File: src/rtl/chad_stack_pkg.sv
// Shared encodings, defaults and sizing helper for the chad data/return stacks.
package chad_stack_pkg;

    localparam logic [1:0]  DELTA_NONE   = 2'b00;
    localparam logic [1:0]  DELTA_UP     = 2'b01;
    // Any delta with bit 1 set pops; DELTA_DN carries that bit as a mask.
    localparam logic [1:0]  DELTA_DN     = 2'b10;

    localparam logic [31:0] FILL_DEFAULT = 32'h55AA55AA;

    // Counter width able to hold 0..DEPTH+1 (tail plus registered head).
    function automatic int cw_of(input int depth);
        return $clog2(depth + 2);
    endfunction

    function automatic logic is_pop(input logic [1:0] d);
        return (d & DELTA_DN) != 2'b00;
    endfunction

endpackage

File: src/rtl/stack_tracked_level.sv
// Occupancy counter, full/empty decode and sticky ovf/unf flags for stack_tracked.
// STACK_SAT_EN: drives suppress on push-while-full / pop-while-empty.
module stack_level
    import chad_stack_pkg::*;
#(
    parameter int DEPTH = 16,
    parameter int CW    = cw_of(DEPTH)
) (
    input  logic          clk,
    input  logic          rst,
    input  logic          push,
    input  logic          pop,
    input  logic          clr_err,
    output logic [CW-1:0] count,
    output logic          full,
    output logic          empty,
    output logic          ovf,
    output logic          unf,
    output logic          suppress
);

    localparam logic [CW-1:0] CAP_C = CW'(DEPTH + 1);

    logic [CW-1:0] count_q, count_d;
    logic          ovf_q, ovf_d;
    logic          unf_q, unf_d;
    logic          full_w, empty_w;

    assign full_w  = (count_q == CAP_C);
    assign empty_w = (count_q == '0);

`ifdef STACK_SAT_EN
    assign suppress = (push && full_w) || (pop && empty_w);
`else
    assign suppress = 1'b0;
`endif

    always_comb begin
        count_d = count_q;
        if (push && !full_w) begin
            count_d = count_q + 1'b1;
        end else if (pop && !empty_w) begin
            count_d = count_q - 1'b1;
        end
    end

    // A fresh error in the same cycle as clr_err keeps its flag set.
    always_comb begin
        ovf_d = (ovf_q && !clr_err) || (push && full_w);
        unf_d = (unf_q && !clr_err) || (pop && empty_w);
    end

    always_ff @(posedge clk) begin
        if (rst) begin
            count_q <= '0;
            ovf_q   <= 1'b0;
            unf_q   <= 1'b0;
        end else begin
            count_q <= count_d;
            ovf_q   <= ovf_d;
            unf_q   <= unf_d;
        end
    end

    assign count = count_q;
    assign full  = full_w;
    assign empty = empty_w;
    assign ovf   = ovf_q;
    assign unf   = unf_q;

endmodule

File: src/rtl/stack_tracked.sv
// Shift-register stack: registered TOS + DEPTH-cell tail, NOS port, occupancy and sticky errors.
// Optional STACK_SAT_EN: boundary push/pop leave data untouched instead of wrapping.
module stack_tracked
    import chad_stack_pkg::*;
#(
    parameter int          WIDTH = 18,
    parameter int          DEPTH = 16,
    parameter logic [31:0] FILL  = FILL_DEFAULT,
    localparam int         CW    = cw_of(DEPTH)
) (
    input  logic             clk,
    input  logic             rst,
    input  logic             hold,
    input  logic             we,
    input  logic [1:0]       delta,
    input  logic [WIDTH-1:0] wd,
    input  logic             clr_err,
    output logic [WIDTH-1:0] rd,
    output logic [WIDTH-1:0] rd2,
    output logic [CW-1:0]    count,
    output logic             full,
    output logic             empty,
    output logic             ovf,
    output logic             unf
);

    localparam logic [WIDTH-1:0] FILL_W = FILL[WIDTH-1:0];

    logic [WIDTH-1:0] head_q, head_d;
    logic [WIDTH-1:0] tail_q [DEPTH];
    logic [WIDTH-1:0] tail_d [DEPTH];

    logic push_req, pop_req, suppress;

    assign push_req = !hold && (delta == DELTA_UP);
    assign pop_req  = !hold && is_pop(delta);

    stack_level #(
        .DEPTH (DEPTH),
        .CW    (CW)
    ) u_level (
        .clk      (clk),
        .rst      (rst),
        .push     (push_req),
        .pop      (pop_req),
        .clr_err  (clr_err && !hold),
        .count    (count),
        .full     (full),
        .empty    (empty),
        .ovf      (ovf),
        .unf      (unf),
        .suppress (suppress)
    );

    always_comb begin
        head_d = head_q;
        tail_d = tail_q;
        if (!hold && !suppress) begin
            if (push_req) begin
                tail_d[0] = head_q;
                for (int i = 1; i < DEPTH; i++) begin
                    tail_d[i] = tail_q[i-1];
                end
                head_d = we ? wd : head_q;
            end else if (pop_req) begin
                for (int i = 0; i < DEPTH - 1; i++) begin
                    tail_d[i] = tail_q[i+1];
                end
                tail_d[DEPTH-1] = FILL_W;
                head_d = we ? wd : tail_q[0];
            end else if (we) begin
                head_d = wd;
            end
        end
    end

    always_ff @(posedge clk) begin
        if (rst) begin
            head_q <= '0;
            for (int i = 0; i < DEPTH; i++) begin
                tail_q[i] <= FILL_W;
            end
        end else begin
            head_q <= head_d;
            for (int i = 0; i < DEPTH; i++) begin
                tail_q[i] <= tail_d[i];
            end
        end
    end

    assign rd  = head_q;
    assign rd2 = tail_q[0];

endmodule

File: config.mk
export PLATFORM = sky130hd
export DESIGN_NAME = stack_tracked
export DESIGN_NICKNAME = d
export VERILOG_FILES = /design/src/rtl/chad_stack_pkg.sv /design/src/rtl/stack_tracked_level.sv /design/src/rtl/stack_tracked.sv
export SDC_FILE = /design/constraint.sdc
export NUM_CORES = 1
export LEC_CHECK = 0
export CAP_MARGIN = 5
export CORE_MARGIN = 5
export CORE_UTILIZATION = 35
export CTS_CLUSTER_DIAMETER = 60
export DETAILED_ROUTE_END_ITERATION = 16
export SLEW_MARGIN = 10
export SYNTH_ARGS = -nofsm -noshare
export SYNTH_HDL_FRONTEND = slang
export SYNTH_SLANG_ARGS = --single-unit
File: constraint.sdc
create_clock -name clk -period 2.25 [get_ports clk]
set_input_delay 0.45 -clock clk [delete_from_list [all_inputs] [get_ports clk]]
set_output_delay 0.45 -clock clk [all_outputs]
set_load 0.02 [all_outputs]
; ---- Yosys cells after proc, flatten, opt, wreduce, memory -nomap -nowiden
; Index checks and enable logic that the tools add are counted.
[op_classes]
n_eq_ne = 2
bitwise = 1
addsub = 2
reduce_logical = 19
muxes = 8
[op_table]
columns = op, count
row1 = two-way mux 288 bit, 2
row2 = two-way mux 18 bit, 4
row3 = two-way mux 5 bit, 2
row4 = logical AND 1 bit, 9
row5 = adder 5 x 1 -> 5 bit (second input constant), 1
row6 = equality test 5 bit (second input constant), 1
row7 = logical NOT 5 bit, 1
row8 = subtractor 5 x 1 -> 5 bit (second input constant), 1
row9 = logical NOT 1 bit, 4
row10 = nonzero test 2 bit, 2
row11 = equality test 2 x 1 -> 1 bit (second input constant), 1
row12 = logical OR 1 bit, 2
row13 = AND reduction 2 bit, 1
row14 = inverter 1 bit, 1
[totals]
inputBits = 25
elab_cells = 52
ff_bits = 313
out_inout_bits = 45

; ---- Logic depth before layout (Yosys ltp)
; Gate-level depths: netlist (run 1).
[depth]
ltp_word = 5
mapped_depth = 9
mapped_depth_nobuf = 8

; ---- Hierarchy
; From an unflattened synthesis (run 1), not the netlist that was laid out.
[unflattened]
hier_cells = 1868
area_unflattened_um2 = 14352.5
[modules_own_cells]
columns = module, seq_area_each_um2, cells_per_inst, area_per_inst_um2, n_inst
row1 = stack_tracked, 6125.9, 1822, 13919.6, 1
row2 = stack_level, 140.1, 46, 432.9, 1

; ---- Worst setup path before layout (run 1)
; Ideal clock, no wire load.
[synth_timing]
kind = input port to flip-flop
start = in hold
end = reg u_level.count_q[4], in the netlist u_level.count[4]
n_path_buf = 1
path_stages = 9
slack_ns = -0.079
required_time_ns = 2.103
setup_ns = 0.147
arrival_ns = 2.182
cell_sequence = or3b_1 buf_6 a31oi_4 inv_2 ha_1 a21oi_1 a21boi_0 mux2i_1 o311ai_0
[synth_via]
elab_chain_cells = 4
word_cells_on_any_way = 7
cone_classes = mux (1) / reduce/logical (6)
[synth_rtl]
columns = element, line
row1 = "start, declared", stack_tracked.sv:13  ; input logic hold,
row2 = logical NOT 1 bit (*), --
row3 = logical AND 1 bit (on tied branches), "stack_tracked.sv:35, stack_tracked.sv:36"
row4 = logical AND 1 bit (on tied branches), "stack_tracked_level.sv:40, stack_tracked_level.sv:42"
row5 = two-way mux 5 bit / nonzero test 2 bit (equally long branches), --
row6 = "end signal, assigned", stack_tracked_level.sv:59  ; count_q <= count_d;
row7 = "end, declared", stack_tracked_level.sv:24  ; logic [CW-1:0] count_q, count_d;
; Every way passes the cells marked *; elsewhere a longest branch is shown, timed or not.
; A chain may end at the register's enable or synchronous reset.

; ---- Final worst setup path (run 1)
[layout_timing]
start = reg u_level.count_q[1], in the netlist u_level.count[1]
end = out count[1]
[layout_rtl]
columns = element, line
row1 = "end, declared", stack_tracked.sv:20  ; output logic [CW-1:0] count,
; No word-level cell between the ends.

==> metrics.txt, run 1 <==
Sequential cell area approximately 0.0063 mm²; setup_tns 0 ns; Pint around 9.5 mW; crit end category output pin; FP Rows slightly below 70; worst path required time between 1.5 and 2 ns; most frequent cells in the layout 415 x nand2_1, 312 x dfxtp_1, 166 x a21oi_1, 137 x a22oi_1, 135 x a221oi_1; first-pass detailed-route iteration total 5; Remaining DRCs 0; crit path cell chain clkdlybuf4s50_1; Setup Skew between 0.015 and 0.02 ns; Final Hold Vio Count 0; DP HPWL approximately 18 mm; Avg Cell Area, Syn about 8.7 µm²; Post-DP Area between 0.01 and 0.015 mm²; Die Y-Extent about 200 µm; Hold Startpoint rst; synth warn 0; Via density ~5.4; Worst-path clk slew ~0.06 ns; CP Max Fanout 5; routability cong. 0.764; Chip Width about 200 µm; DR WL/cell between 10 and 15 µm; CTS buffer count 31; Tightest Hold Check Type in2reg; RSZ-0062 raised after global routing false; Startpoint Class register; share of cells above drive strength 1 about 11%; fin crit period around 2.1 ns; Setup Viol. Count Final 0; area growth from synthesis to layout 19.7%; worst hold stages 2; fin area about 0.015 mm²; post-route ant nets 0; Clock Sink Count ~310; antenna violations before repair 0; commonest non-fill, non-tap cell in the layout nand2_1; switching pwr between 3 and 4 mW; period utilization between 90% and 100%; largest net degree at the start of global routing between 80 and 90; nets between 1500 and 2000; Worst R2R Path Depth 9; Synth Instances ~1500; CTS root buf clkbuf_16; Worst Path Arrival 1.70 ns; antenna diode count 0; cts-stage hold buffer count 0; f_max between 0.4 and 0.5 GHz; sequential power share a little under half; reg2reg end u_level.count[4]; Clk pwr share about two fifths; Peak VDD IR ~0.0007 V; Pleak about 5.5 nW; Crit-path slowest cell clkdlybuf4s50_1; crit path kind reg2out; Fillers between 3000 and 4000; Worst path max stage delay about 0.67 ns; status completed; Yosys top cell area share approximately 50%; CTS Buffer Depth 3; r2r setup slk between 0.2 and 0.25 ns; Unique masters post-synth 40; initial core utilization between 30% and 40%; sequential element share of the synthesized area 49.7%; vias in the first global route ~9600; worst hold endpoint tail_q[103]; MaxCap Viol Count 0; synthesized area 0.0126 mm²; Main synth FF type dfxtp_1; CTS HTree Levels 1; syn_nets approximately 1500; Top delay family on crit path buffers and inverters; reg2reg start u_level.count[3]; io pins 70; port bufs 69; grt total ovfl 0; Sw Ratio about a quarter; Worst-Skew Late Latency 0.57 ns; asr flop ratio synth 0%; PD cells between 800 and 900 mW/mm²; Slew HR 66.0%; first-pass GRT wire length just under 50 mm; worst slack at placement -0.548 ns; via count 10600; Routed WL 28.7 mm; final-report max-slew violation count 0; area occupied by multi-input gates 0.00549 mm²; largest area contributor in the netlist dfxtp_1; Post-synth EDFFs 0; Total GRT Usage about 14%; Die ar. ~0.04 mm²; WP buf/inv 1; DRT iter0 DRCs roughly 700; setup ws final ~0.10 ns; #FFs+latches synth between 300 and 400; Core Box Area around 0.036 mm²; largest cells by area after synthesis dfxtp_1 50%, nand2_1 12%, a221oi_1 9.4%, a22oi_1 8.2%, a21oi_1 6.6%; Tightest Pin Transition approximately 0.51 ns; CTS tree built; Comb power frac 11.4%
-- power by group through the flow --
stage	registers [mW]	clock network, mW	logic (mW)
global placement	6.14	0	1.42
CTS	6.02	5.37	1.45
floorplan	6.12	0	0.911
global route	6.06	5.60	1.60
finish	6.03	5.20	1.45
detailed placement	6.14	0	1.44
-- synthesized netlist by cell type, drive strengths merged, types with 2 or more instances --
cell type,instances
dfxtp,313
nor3,15
nand2b,3
o21ai,10
o221a,17
a221oi,135
nor2,18
nand3,12
a211oi,2
nor3b,18
buf,87
clkbuf,69
mux2i,2
a21boi,2
inv,18
nand2,415
ha,3
a22oi,137
a21oi,167
-- how the worst max path moves through the flow --
stage / start / endpoint / slack [ns] / depth (start not counted)
after CTS: u_level.count[3] / full / 0.04 / 3
after floorplan: hold / u_level.count[4] / -0.02 / 9
final: u_level.count[1] / count[1] / 0.10 / 1
after global routing: u_level.count[3] / empty / 0.002 / 3
after global placement: delta[0] / u_level.count[4] / -0.50 / 9
after detailed placement: delta[0] / u_level.count[4] / -0.55 / 9
-- metal layers --
| metal | wire (µm) | GRT usage (%) |
|---|---|---|
| met1 | 14700 | 20.8 |
| met2 | 12100 | 21.0 |
| met3 | 1440 | 2.28 |
| met4 | 473 | 3.85 |
| met5 | 0 | 0 |
-- layout make-up --
class                      instances  share of cell area, %
clock inverter                     6                  0.581
tap                              461                   3.82
timing repair buffer             153                   10.9
sequential                       313                   41.5
multi-input combinational        968                   36.4
inverter                          19                  0.473
clock buffer                      50                   6.28
-- sequential cells by signal (all words and copies together) (netlist names) --
signal,cells
rd,18
u_level.unf,1
rd2,18
u_level.count,5
tail_q,270
u_level.ovf,1
-- cell families (layout without fill, tap and decap cells) --
kind of cell	Yosys count	count (layout)	share of synthesized area (%)
buf+inv	175	228	7.14
simple gates	486	486	15.7
compound gates	475	475	26.8
xor+xnor	1	1	0.0695
mux	2	2	0.159
flops	313	313	49.7
fa+ha+maj	4	4	0.457
-- timing repair --
item / 4_1_cts / 5_1_grt
pin swaps: 1 / 0
buffers inserted: 1 / 0
endpoints found under the setup margin: 3 / 3
gates resized for setup: 4 / 5
-- per-stage QoR --
stage,util (%),cells,hold slack (ns),power [mW]
6_report,42.4,1970,0.275,12.7
5_1_grt,42.4,1970,0.271,13.3
4_1_cts,42.4,1970,0.246,12.8
3_5_place_dp,39.5,1913,0.450,7.59
3_3_place_gp,39.5,1913,0.444,7.55
2_1_floorplan,-,1456,0.435,7.04
(Power assumes the default switching activity.)
==> inputs of run 2 (changes only) <==
==> constraint.sdc (replaced) <==
create_clock -name clk -period 2.25 [get_ports clk]
set_input_delay 0.45 -clock clk [delete_from_list [all_inputs] [get_ports clk]]
set_output_delay 0.45 -clock clk [all_outputs]
set_load 0.01 [all_outputs]
==> run 2 against run 1 <==
Critical endpoint is now u_level.count[3]. Maximum frequency up 1.7%. Critical path type is now in2reg. Die area unchanged. Register-to-register slack better by 0.05 ns.
==> metrics.txt, run 2 (synthesis gave the netlist of run 1 again) <==
largest net degree at the start of global routing 99 (was 82); port bufs 69 (unchanged); Remaining DRCs 0 (unchanged); final std cells w/o fill 1965 (was 1970); vias in the first global route 9790 (was 9642); beginning of the critical path delta[0] (was u_level.count[1]); final-report max-slew violation count 0 (unchanged); CP Max Fanout 5 (unchanged); CTS root buf clkbuf_16 (unchanged); Setup Skew 0.00741 ns (was 0.0156 ns); status completed (unchanged); Pleak 5.48 nW (was 5.52 nW); Routed WL 28.7 mm (about the same); Worst-path clk slew 0.06 ns (about the same); CTS tree built (unchanged); Core Box Area 0.0356 mm² (unchanged); fin crit period 2.11 ns (was 2.15 ns); crit path kind in2reg (was reg2out); antenna violations before repair 0 (unchanged); first-pass GRT wire length 48.5 mm (was 48.2 mm); Slew HR 67.0% (was 66.0%); routability cong. 0.754 (was 0.764); commonest non-fill, non-tap cell in the layout nand2_1 (unchanged); DP HPWL 18.7 mm (was 18.4 mm); Tightest Pin Transition 0.495 ns (was 0.510 ns); Post-DP Area 0.0141 mm² (was 0.0140 mm²); Tightest Hold Check Type in2reg (unchanged); Hold Startpoint rst (unchanged); nets 1513 (was 1515); Die Y-Extent 200 µm (unchanged); most frequent cells in the layout 415 x nand2_1, 312 x dfxtp_1, 166 x a21oi_1, 137 x a22oi_1, 135 x a221oi_1 (unchanged); Top reg by flops tail_q (unchanged); setup ws final 0.140 ns (was 0.104 ns); worst slack at placement -0.509 ns (was -0.548 ns); Startpoint Class input pin (was register); Top Metal Used met4 (unchanged); io pins 70 (unchanged); RSZ-0062 raised after global routing false (unchanged); Worst Path Arrival 2.58 ns (was 1.70 ns); Peak VDD IR 0.000586 V (was 0.000718 V); Worst-Skew Late Latency 0.54 ns (was 0.57 ns); CTS Buffer Depth 3 (unchanged); Final Hold Vio Count 0 (unchanged); max FFs per register 270 (unchanged); worst path required time 2.72 ns (was 1.80 ns); grt total ovfl 0 (unchanged); period utilization 93.8% (was 95.4%); MaxCap Viol Count 0 (unchanged); placed insts 1913 (unchanged); DR WL/cell 14.6 µm (about the same); met2 routed WL 12.4 mm (was 12.1 mm); post-route ant nets 0 (unchanged); Power Total 12.2 mW (was 12.7 mW); antenna diode count 0 (unchanged); PD cells 812 mW/mm² (was 840 mW/mm²); Total GRT Usage 13.9% (about the same); reg2reg start u_level.count[1] (was u_level.count[3]); via count 10600 (about the same); crit end category register (was output pin); f_max 0.474 GHz (was 0.466 GHz); DRT iter0 DRCs 874 (was 712); Via density 5.40 (about the same); fin area 0.0150 mm² (was 0.0151 mm²); CTS HTree Levels 1 (unchanged); initial core utilization 35.4% (unchanged); M1 WL 14.6 mm (was 14.7 mm); Finished Core Util 42.2% (was 42.4%); share of cells above drive strength 1 10.6% (was 11.0%); Chip Width 200 µm (unchanged); post-CTS setup repair buffer count 0 (was 1); met3 WL 1.41 mm (was 1.44 mm); CTS buffer count 30 (was 31); Setup Viol. Count Final 0 (unchanged); first-pass detailed-route iteration total 5 (unchanged); FP Rows 69 (unchanged); area growth from synthesis to layout 19.0% (was 19.7%); Die ar. 0.0399 mm² (unchanged); Clock Sink Count 313 (unchanged)
[run 2: changes by cell type in the layout (fill, tap and decap cells not counted), sizes merged]
cell / change
dlygate4sd2: +2
bufinv: -2
clkinv: +3
inv: -2
clkbuf: -4
buf: -1
clkdlybuf4s15: -1
[run 2: per-stage QoR]
stage / TNS (ns) / hold slack [ns]
after floorplan: -0.0185 / 0.435
after global placement: -22.38 / 0.445
after detailed placement: -31.11 / 0.452
after CTS: 0 / 0.301
after global routing: 0 / 0.322
final: 0 / 0.303
[run 2: power by group]
part | internal, mW | leakage (nW) | total (mW) | switching (mW)
sequential | 5.79 | 2.56 | 6.02 | 0.231
combinational | 0.652 | 2.46 | 1.40 | 0.749
clock | 2.73 | 0.463 | 4.75 | 2.01
total | 9.18 | 5.48 | 12.2 | 3.00
[run 2: layout make-up]
class | count | area (µm²)
Fill cell | 3531 | 20600
Sequential cell | 313 | 6270
Multi-Input combinational cell | 968 | 5480
Timing Repair Buffer | 152 | 1670
Clock buffer | 47 | 906
Tap cell | 461 | 577
Inverter | 19 | 71.3
Clock inverter | 5 | 25.0
[run 2: layer usage]
| metal | vias up | global-route usage (%) |
|---|---|---|
| met5 | - | 0 |
| met4 | 0 | 2.77 |
| met3 | 26 | 2.00 |
| met2 | 209 | 21.9 |
| met1 | 5074 | 20.5 |
| li1 | 5311 | - |
[run 2: worst paths after layout]
kind                      end  slack (ns)  depth (start not counted)
min reg2reg       tail_q[242]        0.46                          2
min                tail_q[69]        0.30                          2
max          u_level.count[3]        0.14                          9
max reg2reg  u_level.count[3]        0.28                          9
[run 2: critical path: stages]
cell,delay [ns]
clkdlybuf4s50_1,0.47
or3b_4,0.44
a31oi_4,0.17
inv_2,0.10
ha_1,0.30
a211oi_2,0.27
o21a_1,0.16
o22ai_1,0.07
a21oi_1,0.15
[run 2: what timing repair did]
action | CTS | global route
gates resized for setup | 4 | 1
setup endpoints to repair | 2 | 3
pin swaps | 1 | 0
hold buffers | 0 | 0
==> inputs of run 3 (changes only) <==
--- a/config.mk
+++ b/config.mk
@@ -10,6 +10,7 @@
 export CORE_UTILIZATION = 35
 export CTS_CLUSTER_DIAMETER = 60
 export DETAILED_ROUTE_END_ITERATION = 16
+export HOLD_SLACK_MARGIN = 0.1
 export SLEW_MARGIN = 10
 export SYNTH_ARGS = -nofsm -noshare
 export SYNTH_HDL_FRONTEND = slang
==> results of run 3 <==
No change in the layout: final DEF, timing and power equal those of run 2.
